**config.mk**
```make
export PLATFORM = sky130hd
export DESIGN_NAME = vlc_packer
export DESIGN_NICKNAME = d
export VERILOG_FILES = /design/src/rtl/vlc_packer.sv
export SDC_FILE = /design/constraint.sdc
export NUM_CORES = 1
export LEC_CHECK = 0
export BUFFER_PORTS_ARGS = -buffer_cell sky130_fd_sc_hd__buf_2
export CAP_MARGIN = 20
export CORE_MARGIN = 2
export CORE_UTILIZATION = 50
export CTS_CLUSTER_SIZE = 25
export DETAILED_ROUTE_END_ITERATION = 16
export GPL_TIMING_DRIVEN = 0
export PLACE_DENSITY = 0.67
export SLEW_MARGIN = 5
export SYNTH_ARGS = -nofsm -noshare
export SYNTH_HDL_FRONTEND = slang
export SYNTH_SLANG_ARGS = --single-unit
```
**constraint.sdc**
```tcl
create_clock -name clk -period 4.7 [get_ports clk]
set_input_delay 0.705 -clock clk [delete_from_list [all_inputs] [get_ports clk]]
set_output_delay 0.705 -clock clk [all_outputs]
set_load 0.02 [all_outputs]
```
**src/rtl/vlc_packer.sv**
```systemverilog
// vlc_packer: packs variable-length {type_bit, value[n-1:0]} codewords MSB-first into OUT_WIDTH words.
// Defining VLC_PACKER_STAT_EN adds a 32-bit word_count output counting dout handshakes.

`ifndef THIRD_FIELD_SIZE
`define THIRD_FIELD_SIZE 8
`endif
`ifndef SEC_FIELD_SIZE
`define SEC_FIELD_SIZE 4
`endif
`ifndef TP
`define TP 1
`endif

module vlc_packer #(
    parameter int OUT_WIDTH = 16,
    parameter int TP        = `TP
) (
    input  logic                                            clk,
    input  logic                                            rst,
    input  logic                                            din_valid,
    input  logic [`SEC_FIELD_SIZE+`THIRD_FIELD_SIZE:0]      data_in,
    output logic                                            din_ready,
    input  logic                                            flush,
    output logic [OUT_WIDTH-1:0]                            dout,
    output logic                                            dout_valid,
    input  logic                                            dout_ready,
`ifdef VLC_PACKER_STAT_EN
    output logic [31:0]                                     word_count,
`endif
    output logic                                            flush_done
);

    localparam int ValW  = `THIRD_FIELD_SIZE;
    localparam int NumW  = `SEC_FIELD_SIZE;
    localparam int CodeW = ValW + 1;
    localparam int AccW  = OUT_WIDTH + ValW;
    localparam int FillW = $clog2(AccW + 1);
    localparam int NeffW = $clog2(ValW + 1);
    localparam logic [FillW-1:0] OutFill = FillW'(OUT_WIDTH);

    // TP only models register delay in behavioural code; this RTL updates on the edge itself.
    if (TP < 0) begin : g_tp_unused
    end

    typedef enum logic [1:0] {
        RUN,
        FLUSH_DRAIN,
        FLUSH_EMIT
    } state_t;

    state_t               state_q, state_d;
    logic [AccW-1:0]      acc_q, acc_d;
    logic [FillW-1:0]     fill_q, fill_d;
    logic [OUT_WIDTH-1:0] dout_q, dout_d;
    logic                 dout_valid_q, dout_valid_d;
    logic                 flush_done_q, flush_done_d;

    logic                 type_bit;
    logic [NumW-1:0]      n_raw;
    logic [ValW-1:0]      value;
    logic [NeffW-1:0]     n_eff;
    logic [NeffW-1:0]     shamt;
    logic [ValW-1:0]      val_aligned;
    logic [CodeW-1:0]     code;
    logic [AccW-1:0]      code_ext;
    logic [FillW-1:0]     code_len;

    logic                 out_free;
    logic                 accept;
    logic                 emit_word;
    logic                 emit_flush;
    logic                 flush_end;

    assign type_bit = data_in[NumW+ValW];
    assign n_raw    = data_in[ValW +: NumW];
    assign value    = data_in[ValW-1:0];

    // Build the codeword left-aligned in a full accumulator-width vector.
    always_comb begin
        n_eff = NeffW'(n_raw);
        if (int'(n_raw) > ValW) begin
            n_eff = NeffW'(ValW);
        end
        shamt       = NeffW'(ValW) - n_eff;
        val_aligned = value << shamt;
        code        = {type_bit, val_aligned};
        code_ext    = {code, {(AccW - CodeW){1'b0}}};
        code_len    = FillW'(n_eff) + FillW'(1);
    end

    assign din_ready  = rst && (state_q == RUN) && (fill_q < OutFill);
    assign out_free   = !dout_valid_q || dout_ready;
    assign accept     = din_valid && din_ready;
    assign emit_word  = (fill_q >= OutFill) && out_free;
    assign emit_flush = (state_q == FLUSH_EMIT) && (fill_q != '0) && out_free;
    assign flush_end  = (state_q == FLUSH_EMIT) && ((fill_q == '0) || out_free);

    // Datapath: accumulator is MSB-aligned and every bit past fill is kept at zero.
    always_comb begin
        acc_d        = acc_q;
        fill_d       = fill_q;
        dout_d       = dout_q;
        dout_valid_d = dout_valid_q;
        if (dout_ready) begin
            dout_valid_d = 1'b0;
        end
        if (emit_word) begin
            dout_d       = acc_q[AccW-1 -: OUT_WIDTH];
            dout_valid_d = 1'b1;
            acc_d        = acc_q << OUT_WIDTH;
            fill_d       = fill_q - OutFill;
        end else if (emit_flush) begin
            dout_d       = acc_q[AccW-1 -: OUT_WIDTH];
            dout_valid_d = 1'b1;
            acc_d        = '0;
            fill_d       = '0;
        end else if (accept) begin
            acc_d  = acc_q | (code_ext >> fill_q);
            fill_d = fill_q + code_len;
        end
    end

    always_comb begin
        state_d      = state_q;
        flush_done_d = 1'b0;
        unique case (state_q)
            RUN: begin
                if (flush) begin
                    state_d = FLUSH_DRAIN;
                end
            end
            FLUSH_DRAIN: begin
                if (fill_q < OutFill) begin
                    state_d = FLUSH_EMIT;
                end
            end
            FLUSH_EMIT: begin
                if (flush_end) begin
                    flush_done_d = 1'b1;
                    state_d      = RUN;
                end
            end
            default: state_d = RUN;
        endcase
    end

    always_ff @(posedge clk or negedge rst) begin
        if (!rst) begin
            state_q      <= RUN;
            acc_q        <= '0;
            fill_q       <= '0;
            dout_q       <= '0;
            dout_valid_q <= 1'b0;
            flush_done_q <= 1'b0;
        end else begin
            state_q      <= state_d;
            acc_q        <= acc_d;
            fill_q       <= fill_d;
            dout_q       <= dout_d;
            dout_valid_q <= dout_valid_d;
            flush_done_q <= flush_done_d;
        end
    end

    assign dout       = dout_q;
    assign dout_valid = dout_valid_q;
    assign flush_done = flush_done_q;

`ifdef VLC_PACKER_STAT_EN
    logic [31:0] word_count_q;

    always_ff @(posedge clk or negedge rst) begin
        if (!rst) begin
            word_count_q <= '0;
        end else if (dout_valid_q && dout_ready) begin
            word_count_q <= word_count_q + 32'd1;
        end
    end

    assign word_count = word_count_q;
`endif

endmodule

```
### After elaboration in Yosys (flattened, before gate mapping)

Index checks and enable logic that the tools add are counted.

* register bits after elaboration: 49
* latch bits: 0
* memory bits (writable): 0
* bits in read-only memories: 0
* input bits: 18
* output and inout bits: 19
* word-level logic and storage cells: 56
* memories kept: 0

* add/subtract/negate cells: 4
* $mul: 0
* divide/modulo/power cells: 0
* $lt $le $gt $ge: 3
* eq/ne operators: 5
* shifts and indexed selects: 2
* multiplexer cells: 18
* bitwise operators: 1
* reduce and logical (&&, ||, !) cells: 17

Operators with widths (number)
* $mux 24: 3
* $mux 16: 2
* $or 24x24->24: 1
* $shr 24x5->24: 1
* $mux 5: 3
* $shl 8x4->8: 1
* $logic_and 1x1->1: 7
* $mux 2: 3
* $ne 2x2->1 const B: 3
* $pmux 2 s3: 1
* $reduce_bool 3->1: 2
* $add 4x1->5 const B: 1
* $add 5x5->5: 1
* $ge 5x5->1 const B: 1
* $logic_not 5->1: 1
* $lt 5x5->1 const B: 1
* $mux 1: 5
* $reduce_bool 5->1: 1
* $sub 5x5->5 const B: 1
* $gt 4x4->1 const B: 1
* $mux 4: 1
* $sub 4x4->4 const A: 1
* $reduce_and 3->1: 1
* $eq 2x1->1 const B: 1
* other kinds (5): 6

### Logic depth before layout (Yosys ltp)

Gate-level depths: netlist of the first run.

* word-level depth: 9
* mapped depth: 13
* mapped depth without buffers: 10

### Worst setup path after synthesis of the first run

Ideal clock, no wire load.

* path kind: input -> register
* start point: in data_in[8]
* end point: reg acc_q[10]
* setup time: 127 ps
* arrival time: 2927 ps
* data required time: 4573 ps
* slack: 1646 ps
* stages: 13
* buffers on the path: 3
* cell sequence: nor2b_1 > buf_4 > inv_4 > ha_1 > buf_2 > buf_2 > mux2i_1 > nand2_1 > a32o_2 > o211ai_1 > mux2i_1 > a221oi_1 > nor2_1

* word-level cells in the longest chain between the ends: 9

RTL lines
* start, declared: line 21 `` input logic [`SEC_FIELD_SIZE+`THIRD_FIELD_SIZE:0] data_in, ``
* $gt 4x4->1: line 81 `if (int'(n_raw) > ValW) begin`
* $mux 4 (*): line 81
* $sub 4x4->4 (*): line 84 `shamt = NeffW'(ValW) - n_eff;`
* $shl 8x4->8 (*): line 85 `val_aligned = value << shamt;`
* $shr 24x5->24 (*): line 118 `acc_d = acc_q | (code_ext >> fill_q);`
* $or 24x24->24 (*): line 118
* $mux 24 (*): line 117 `end else if (accept) begin`
* $mux 24 (*): line 112 `end else if (emit_flush) begin`
* $mux 24 (*): line 107 `if (emit_word) begin`
* end signal, assigned: line 150 `acc_q <= '0;`
* end signal, assigned: line 157 `acc_q <= acc_d;`
* end, declared: line 52 `logic [AccW-1:0] acc_q, acc_d;`

Every way passes the cells marked *; elsewhere a longest branch is shown, timed or not. The select of a mux whose other input is x is not followed.
A chain may end at the register's enable or synchronous reset.

### Worst setup path after layout of the first run

Same ends and word-level chain as after synthesis.

==> results of run 1 <==
## cells in the final DEF (no fill, tap or decap), types with 10 or more instances in the layout
cell	n
a21oi_1	23
buf_2	39
clkbuf_1	16
dfrtp_1	49
mux2i_1	18
nand2_1	68
nand3_1	10
nor2_1	28
nor3_1	11
o21ai_0	16
## layer usage
layer,vias to the layer above,part of all wire
li1,1395,-
met1,1402,0.46
met2,99,0.47
met3,14,0.047
met4,0,0.023
met5,-,0
## final cells by class
cell class	instances	area, µm²	area share
inverter	12	47.5	0.0134
sequential	49	1230	0.346
buffer	24	114	0.0322
multi-input combinational	277	1730	0.488
clock inverter	3	68.8	0.0194
timing repair buffer	36	195	0.0551
tap	75	93.8	0.0265
clock buffer	5	68.8	0.0194
## sequential cells by signal, summed over array words and instances, names as in the netlist
name and cells:
dout 16, acc_q 24, state_q 2, dout_valid 1, flush_done 1, fill_q 5
## logic make-up (layout without fill, tap and decap cells)
family          Yosys count  in the layout  synth area share
buf+inv                  36             80            0.0518
fa+ha+maj                 6              6            0.0265
simple gates            151            151             0.233
flops                    49             49             0.394
compound gates           93             93             0.205
mux                      22             22            0.0759
xor+xnor                  5              5            0.0141
## stage by stage
stage	hold WS, ns	util	cells	instance area, µm²	total power, mW
after floorplan	0.409	-	362	3110	1.51
after global placement	0.452	0.568	472	3380	1.87
after detailed placement	0.452	0.568	472	3380	1.88
after CTS	0.477	0.591	480	3520	2.25
after global routing	0.302	0.595	481	3540	2.44
final	0.270	0.595	481	3540	2.26
## power by group
group | leakage (nW) | switching, mW | internal (mW)
Combinational | 0.968 | 0.830 | 0.398
Clock | 0.0687 | 0.154 | 0.214
Sequential | 0.659 | 0.0962 | 0.571
Total | 1.70 | 1.08 | 1.18
## worst max path at each step
stage	from	endpoint	depth (start not counted)
after global routing	data_in[8]	acc_q[10]	14
after global placement	data_in[8]	acc_q[10]	14
after floorplan	data_in[8]	acc_q[10]	13
after detailed placement	data_in[8]	acc_q[10]	14
after CTS	data_in[8]	acc_q[10]	14
final	data_in[8]	acc_q[10]	14
## critical path: stages
cell	delay, ns
buf_2	0.14
nor2b_1	0.14
buf_4	0.20
inv_4	0.07
ha_1	0.27
buf_2	0.17
buf_2	0.25
mux2i_1	0.22
nand2_1	0.08
a32o_2	0.30
o211ai_1	0.45
mux2i_1	0.19
a221oi_1	0.33
nor2_1	0.09
==> impl_metrics.json, run 1 <==
{
  "io_buffers": 35,
  "power_density_nw_per_um2": 639,
  "holdBufCountCts": 0,
  "synthTopCellsByArea": "dfrtp_1, nand2_1, mux2i_1, a21oi_1, nor2_1",
  "initial_core_util": 0.523,
  "drv_slew": 0,
  "ys_ff_latch": 49,
  "ys.flop_type": "dfrtp_1",
  "gp_congestion": 1.00,
  "drtPass1Iterations": 5,
  "synth_fp_nets": 386,
  "synth_top_area_cell": "dfrtp_1",
  "fmax_mhz": 294,
  "grt_pass1_vias": 2860,
  "dp_hpwl_um": 6060,
  "chipHeight_um": 82.9,
  "tns_ns": 0,
  "fillCellCount": 580,
  "viasPerCell": 6.05,
  "die-area_um2": 6880,
  "grt_usage": 0.251,
  "busiest_layer": "met2",
  "r2r_end": "acc_q[1]",
  "irDropWorstVdd_v": 0.000326,
  "synth_edf_count": 0,
  "use_met1": 0.350,
  "grt_first_pass_wirelength_um": 14100,
  "tightest_slew_ns": 0.626,
  "num_antenna_cells": 0,
  "overflow": 0,
  "critPathLaunchType": "input pin",
  "met2_usage": 0.397,
  "netlist_top_cells_count": "nand2_1, dfrtp_1, nor2_1, a21oi_1, mux2i_1",
  "ys_async_sr_fraction": 1.00,
  "clock_skew_ns": 0.0104,
  "period_share": 0.724,
  "synth_most_common_cell": "nand2_1",
  "ctsHtreeMaxLevel": 2,
  "setup_slack_ns": 1.30,
  "syn_area_per_cell_um2": 8.60,
  "post_cts.repair.setup_buffers": 0,
  "yosysTopAreaCellShare": 0.394,
  "ys_seq_area_frac": 0.394,
  "clock_path_buffers": 2,
  "io_pins": 37,
  "chipWidth_um": 82.9,
  "rrSetupSlack_ns": 2.17,
  "rsz0062_at_grt": "false",
  "crit_required_ns": 4.91,
  "end_kind": "register",
  "postRouteAntennaNets": 0,
  "cts-resized-gates": 0,
  "clk_latency_ns": 0.32,
  "area_growth_pct": 13.7,
  "yosys_warnings": 0,
  "r2r-start": "fill_q[2]",
  "hold_class": "in -> async",
  "cap_violations": 0,
  "cp_max_fo": 10,
  "post-route-drc-count": 0,
  "vias": 2910,
  "routedWlPerCell_um": 17.2,
  "use_met3": 0.0378,
  "cts_tree": "yes",
  "setup_viol": 0,
  "hold_violations": 0,
  "core_area_um2": 5960,
  "nets": 429,
  "ys_types": 64,
  "clk_pin_slew_ns": 0.10,
  "antenna_found_initial": 0,
  "arrival_ns": 3.61,
  "max_slew_margin": 0.583,
  "period_needed_ns": 3.40,
  "r2r_cells": 6,
  "status": "finished, final reports clean",
  "clock-sinks": 49,
  "synth_area_um2": 3110,
  "rows": 28,
  "cts_made_buffers": 5,
  "place_worst_setup_slack_ns": 0.971,
  "drive_above_1_share": 0.165,
  "cts_root_buffer": "clkbuf_8",
  "syn_inst": 362,
  "criticalPathCategory": "in -> reg",
  "dr.first_iter.drc_count": 165,
  "grt_max_degree": 51,
  "p_leak_nw": 1.70,
  "drt-total-wl_um": 8280
}
Note: power is estimated with default switching activity, not from simulation.
==> inputs of run 2 (changes only) <==
--- a/config.mk
+++ b/config.mk
@@ -12,7 +12,7 @@
 export CTS_CLUSTER_SIZE = 25
 export DETAILED_ROUTE_END_ITERATION = 16
 export GPL_TIMING_DRIVEN = 0
-export PLACE_DENSITY = 0.67
+export PLACE_DENSITY = 0.7
 export SLEW_MARGIN = 5
 export SYNTH_ARGS = -nofsm -noshare
 export SYNTH_HDL_FRONTEND = slang
==> constraint.sdc (replaced) <==
create_clock -name clk -period 2.9 [get_ports clk]
set_input_delay 0.435 -clock clk [delete_from_list [all_inputs] [get_ports clk]]
set_output_delay 0.435 -clock clk [all_outputs]
set_load 0.02 [all_outputs]
==> impl_metrics.json, run 2 (synthesis gave the netlist of run 1 again) <==
{
  "grt_max_degree": 51,
  "drive_above_1_share": 0.203,
  "viasPerCell": 6.10,
  "drtPass1Iterations": 5,
  "chipWidth_um": 82.9,
  "clk_latency_ns": 0.30,
  "fillCellCount": 559,
  "initial_core_util": 0.523,
  "p_leak_nw": 1.70,
  "io_pins": 37,
  "die-area_um2": 6880,
  "period_share": 0.960,
  "power_density_nw_per_um2": 984,
  "cts_made_buffers": 5,
  "final_cell_mix": "nand2_1, dfrtp_1, buf_2",
  "finalPower_mw": 3.55,
  "largest-register": "acc_q",
  "status": "finished, final reports clean",
  "r2r-start": "fill_q[2]",
  "dr.first_iter.drc_count": 212,
  "grt_pass1_vias": 2844,
  "largest_reg_flops": 24,
  "hold_class": "in -> async",
  "clock_skew_ns": 0.0106,
  "antenna_found_initial": 0,
  "crit_required_ns": 3.06,
  "layout_commonest_cell": "nand2_1",
  "regArea_um2": 1230,
  "end_kind": "register",
  "r2r_cells": 6,
  "overflow": 0,
  "postRouteAntennaNets": 0,
  "post-route-drc-count": 0,
  "vias": 2952,
  "cts_root_buffer": "clkbuf_8",
  "place_worst_setup_slack_ns": -0.514,
  "drt-total-wl_um": 8270,
  "max_slew_margin": 0.614,
  "cap_violations": 0,
  "r2r_end": "acc_q[20]",
  "setup_viol": 0,
  "ctsHtreeMaxLevel": 2,
  "drv_slew": 0,
  "io_buffers": 35,
  "cp_max_fo": 10,
  "irDropWorstVdd_v": 0.000481,
  "clk_pin_slew_ns": 0.09,
  "rows": 28,
  "area_growth_pct": 15.9,
  "multi_input_area_um2": 1820,
  "dp_hpwl_um": 6120,
  "setup_slack_ns": 0.115,
  "hold_violations": 0,
  "clock-sinks": 49,
  "timing.hold.ws_ns": 0.00531,
  "num_antenna_cells": 0,
  "grt_usage": 0.242,
  "rrSetupSlack_ns": 0.41,
  "period_needed_ns": 2.78,
  "grt_first_pass_wirelength_um": 13700,
  "fmax_mhz": 359,
  "routedWlPerCell_um": 17.1,
  "tns_ns": 0,
  "chipHeight_um": 82.9,
  "nets": 432,
  "criticalPathCategory": "in -> reg",
  "gp_congestion": 0.966,
  "rsz0062_at_grt": "false",
  "tightest_slew_ns": 0.574,
  "holdBufCountCts": 0,
  "cts_tree": "yes",
  "critPathLaunchType": "input pin",
  "clock_path_buffers": 2,
  "arrival_ns": 2.95,
  "core_area_um2": 5960
}
run 2: worst max-delay path by stage:
stage	to	cells after the start	from
4_1_cts	acc_q[22]	13	data_in[8]
2_1_floorplan	acc_q[10]	13	data_in[8]
5_1_grt	acc_q[7]	13	data_in[8]
3_3_place_gp	acc_q[10]	14	data_in[8]
6_report	acc_q[7]	13	data_in[8]
3_5_place_dp	acc_q[10]	14	data_in[8]
run 2: metal layers:
metal	part of all wire	up-vias	track usage
met5	0	-	0
met4	0.016	0	0.0686
met3	0.063	12	0.0378
met2	0.49	125	0.410
met1	0.43	1414	0.322
li1	-	1401	-
run 2: worst max-delay path, cell delays in order:
cell and delay, ns:
buf_2 0.14, nor2b_1 0.13, buf_4 0.16, inv_4 0.11
ha_4 0.18, buf_6 0.15, mux2_1 0.33, a21oi_1 0.20
o221ai_2 0.15, and2_4 0.17, mux4_2 0.54, a22oi_2 0.15
o31ai_1 0.10
run 2: repair_timing:
| item | CTS | global route |
|---|---|---|
| buffers inserted | 1 | 2 |
| resized for setup | 3 | 15 |
| setup endpoints to repair | 4 | 20 |
| pin swaps | 1 | 1 |
run 2: power breakdown:
part / switching [mW] / leakage [nW] / total [mW] / internal, mW
logic: 1.36 / 0.998 / 2.06 / 0.694
clock network: 0.232 / 0.0456 / 0.405 / 0.172
registers: 0.165 / 0.659 / 1.09 / 0.925
total: 1.76 / 1.70 / 3.55 / 1.79
run 2: final cells by class:
class / instances / share of cell area
Buffer: 24 / 0.0333
Clock buffer: 6 / 0.0201
Clock inverter: 2 / 0.00381
Inverter: 12 / 0.0132
Multi-Input combinational cell: 277 / 0.504
Sequential cell: 49 / 0.340
Tap cell: 75 / 0.0260
Timing Repair Buffer: 39 / 0.0603
run 2: metrics by stage:
step	area, µm²	utilization	cells
floorplan	3110	-	362
finish	3610	0.606	484
detailed placement	3380	0.568	472
global route	3610	0.606	484
global placement	3380	0.568	472
CTS	3490	0.586	481
==> inputs of run 3 (changes only) <==
--- a/config.mk
+++ b/config.mk
@@ -12,7 +12,7 @@
 export CTS_CLUSTER_SIZE = 25
 export DETAILED_ROUTE_END_ITERATION = 16
 export GPL_TIMING_DRIVEN = 0
-export PLACE_DENSITY = 0.7
+export PLACE_DENSITY = 0.67
 export SLEW_MARGIN = 5
 export SYNTH_ARGS = -nofsm -noshare
 export SYNTH_HDL_FRONTEND = slang
==> constraint.sdc (replaced) <==
create_clock -name clk -period 3.1 [get_ports clk]
set_input_delay 0.465 -clock clk [delete_from_list [all_inputs] [get_ports clk]]
set_output_delay 0.465 -clock clk [all_outputs]
set_load 0.02 [all_outputs]
==> impl_metrics.json, run 3 (synthesis gave the netlist of run 1 again) <==
{
  "r2r_end": "acc_q[1]",
  "overflow": 0,
  "dr.first_iter.drc_count": 181,
  "nets": 430,
  "slowest_delay_ns": 0.54,
  "clock_skew_ns": 0.00976,
  "drv_slew": 0,
  "drt-total-wl_um": 8250,
  "irDropWorstVdd_v": 0.000496,
  "final_cell_count_no_fill": 482,
  "vias": 2890,
  "setup_slack_ns": 0.195,
  "cap_violations": 0,
  "num_antenna_cells": 0,
  "period_share": 0.937,
  "fmax_mhz": 344,
  "power_density_nw_per_um2": 967,
  "routedWlPerCell_um": 17.1,
  "cts_made_buffers": 5,
  "initial_core_util": 0.523,
  "crit_path_frequent_cell": "buf_2",
  "period_needed_ns": 2.91,
  "io_pins": 37,
  "path_buf_inv": 5,
  "gp_congestion": 1.00,
  "antenna_found_initial": 0,
  "r2r_cells": 6,
  "p_leak_nw": 1.71,
  "crit_required_ns": 3.30,
  "max_slew_margin": 0.599,
  "largest_reg_flops": 24,
  "postRouteAntennaNets": 0,
  "chipWidth_um": 82.9,
  "r2r-start": "fill_q[2]",
  "use_met3": 0.0378,
  "fillCellCount": 578,
  "clk_latency_ns": 0.31,
  "largest-register": "acc_q",
  "finalPower_mw": 3.47,
  "use_met1": 0.348,
  "tightest_slew_ns": 0.597,
  "busiest_layer": "met2",
  "final_cell_mix": "nand2_1, dfrtp_1, buf_2",
  "met2_usage": 0.398,
  "grt_pass1_vias": 2865,
  "end_kind": "register",
  "place_worst_setup_slack_ns": -0.389,
  "clock_path_buffers": 2,
  "io_buffers": 35,
  "hold_violations": 0,
  "chipHeight_um": 82.9,
  "cp_top_family": "buffers and inverters",
  "rsz0062_at_grt": "true",
  "cp_max_fo": 10,
  "grt_max_degree": 51,
  "post-route-drc-count": 0,
  "cts_tree": "yes",
  "area_growth_pct": 15.3,
  "clk_pin_slew_ns": 0.09,
  "setup_viol": 0,
  "drtPass1Iterations": 5,
  "cp_cell_sequence": "buf_2, nor2b_1, buf_4, inv_4, ha_1, buf_2, clkbuf_4, mux2i_1, nand2_1, a32o_2, mux4_2, a21oi_1, o21ai_1",
  "hold_class": "in -> async",
  "grt_first_pass_wirelength_um": 14200,
  "rrSetupSlack_ns": 0.56,
  "dp_cells": 472,
  "criticalPathCategory": "in -> reg",
  "dp_hpwl_um": 6060,
  "rows": 28,
  "clock-sinks": 49,
  "cp_slowest_cell": "mux4_2",
  "grt_usage": 0.252,
  "viasPerCell": 6.00,
  "status": "finished, final reports clean",
  "die-area_um2": 6880,
  "cts_root_buffer": "clkbuf_8",
  "drive_above_1_share": 0.184,
  "critPathLaunchType": "input pin",
  "layout_commonest_cell": "nand2_1",
  "arrival_ns": 3.10,
  "core_area_um2": 5960,
  "ctsHtreeMaxLevel": 2
}
run 3: changes by cell type in the layout (fill, tap and decap cells not counted), moves of 2 or more:
cell	before	now
a21oi_1	20	22
a21oi_2	3	1
buf_4	6	4
bufinv_16	0	2
run 3: worst max-delay path by stage:
stage | start | end | slack, ns | cells past startpoint
after floorplan | data_in[8] | acc_q[10] | 0.29 | 13
after global placement | data_in[8] | acc_q[10] | -0.39 | 14
after detailed placement | data_in[8] | acc_q[10] | -0.39 | 14
after CTS | data_in[8] | acc_q[10] | 0.12 | 12
after global routing | data_in[8] | acc_q[10] | -0.02 | 14
final | data_in[8] | acc_q[19] | 0.19 | 13
run 3: cell type report:
cell class	instances	area (µm²)	share of cell area
Buffer	24	116	0.0324
Clock buffer	5	68.8	0.0192
Clock inverter	3	68.8	0.0192
Inverter	12	47.5	0.0132
Multi-Input combinational cell	277	1770	0.492
Sequential cell	49	1230	0.341
Tap cell	75	93.8	0.0261
Timing Repair Buffer	37	203	0.0564
run 3: repair_timing:
| action | 4_1_cts | 5_1_grt |
|---|---|---|
| endpoints found under the setup margin | 1 | 12 |
| gates resized for setup | 0 | 8 |
| hold buffers | 0 | 0 |
| endpoints found under the hold margin | 0 | 0 |
| setup buffers | 1 | 0 |
| pin swaps | 1 | 1 |
run 3: report_power, final:
group,internal (mW),switching [mW]
registers,0.865,0.146
logic,0.627,1.27
clock network,0.325,0.235
run 3: metrics by stage:
stage          setup TNS [ns]  area [µm²]  hold WS (ns)  utilization
2_1_floorplan               0        3110         0.169            -
3_3_place_gp            -2.43        3380         0.452        0.568
3_5_place_dp            -2.97        3380         0.452        0.568
4_1_cts                     0        3530         0.392        0.592
5_1_grt               -0.0202        3590        0.0620        0.603
6_report                    0        3590        0.0289        0.603
run 3: metal layers:
metal	wire (µm)	share of wire
met1	3860	0.47
met2	3780	0.46
met3	363	0.044
met4	252	0.031
met5	0	0
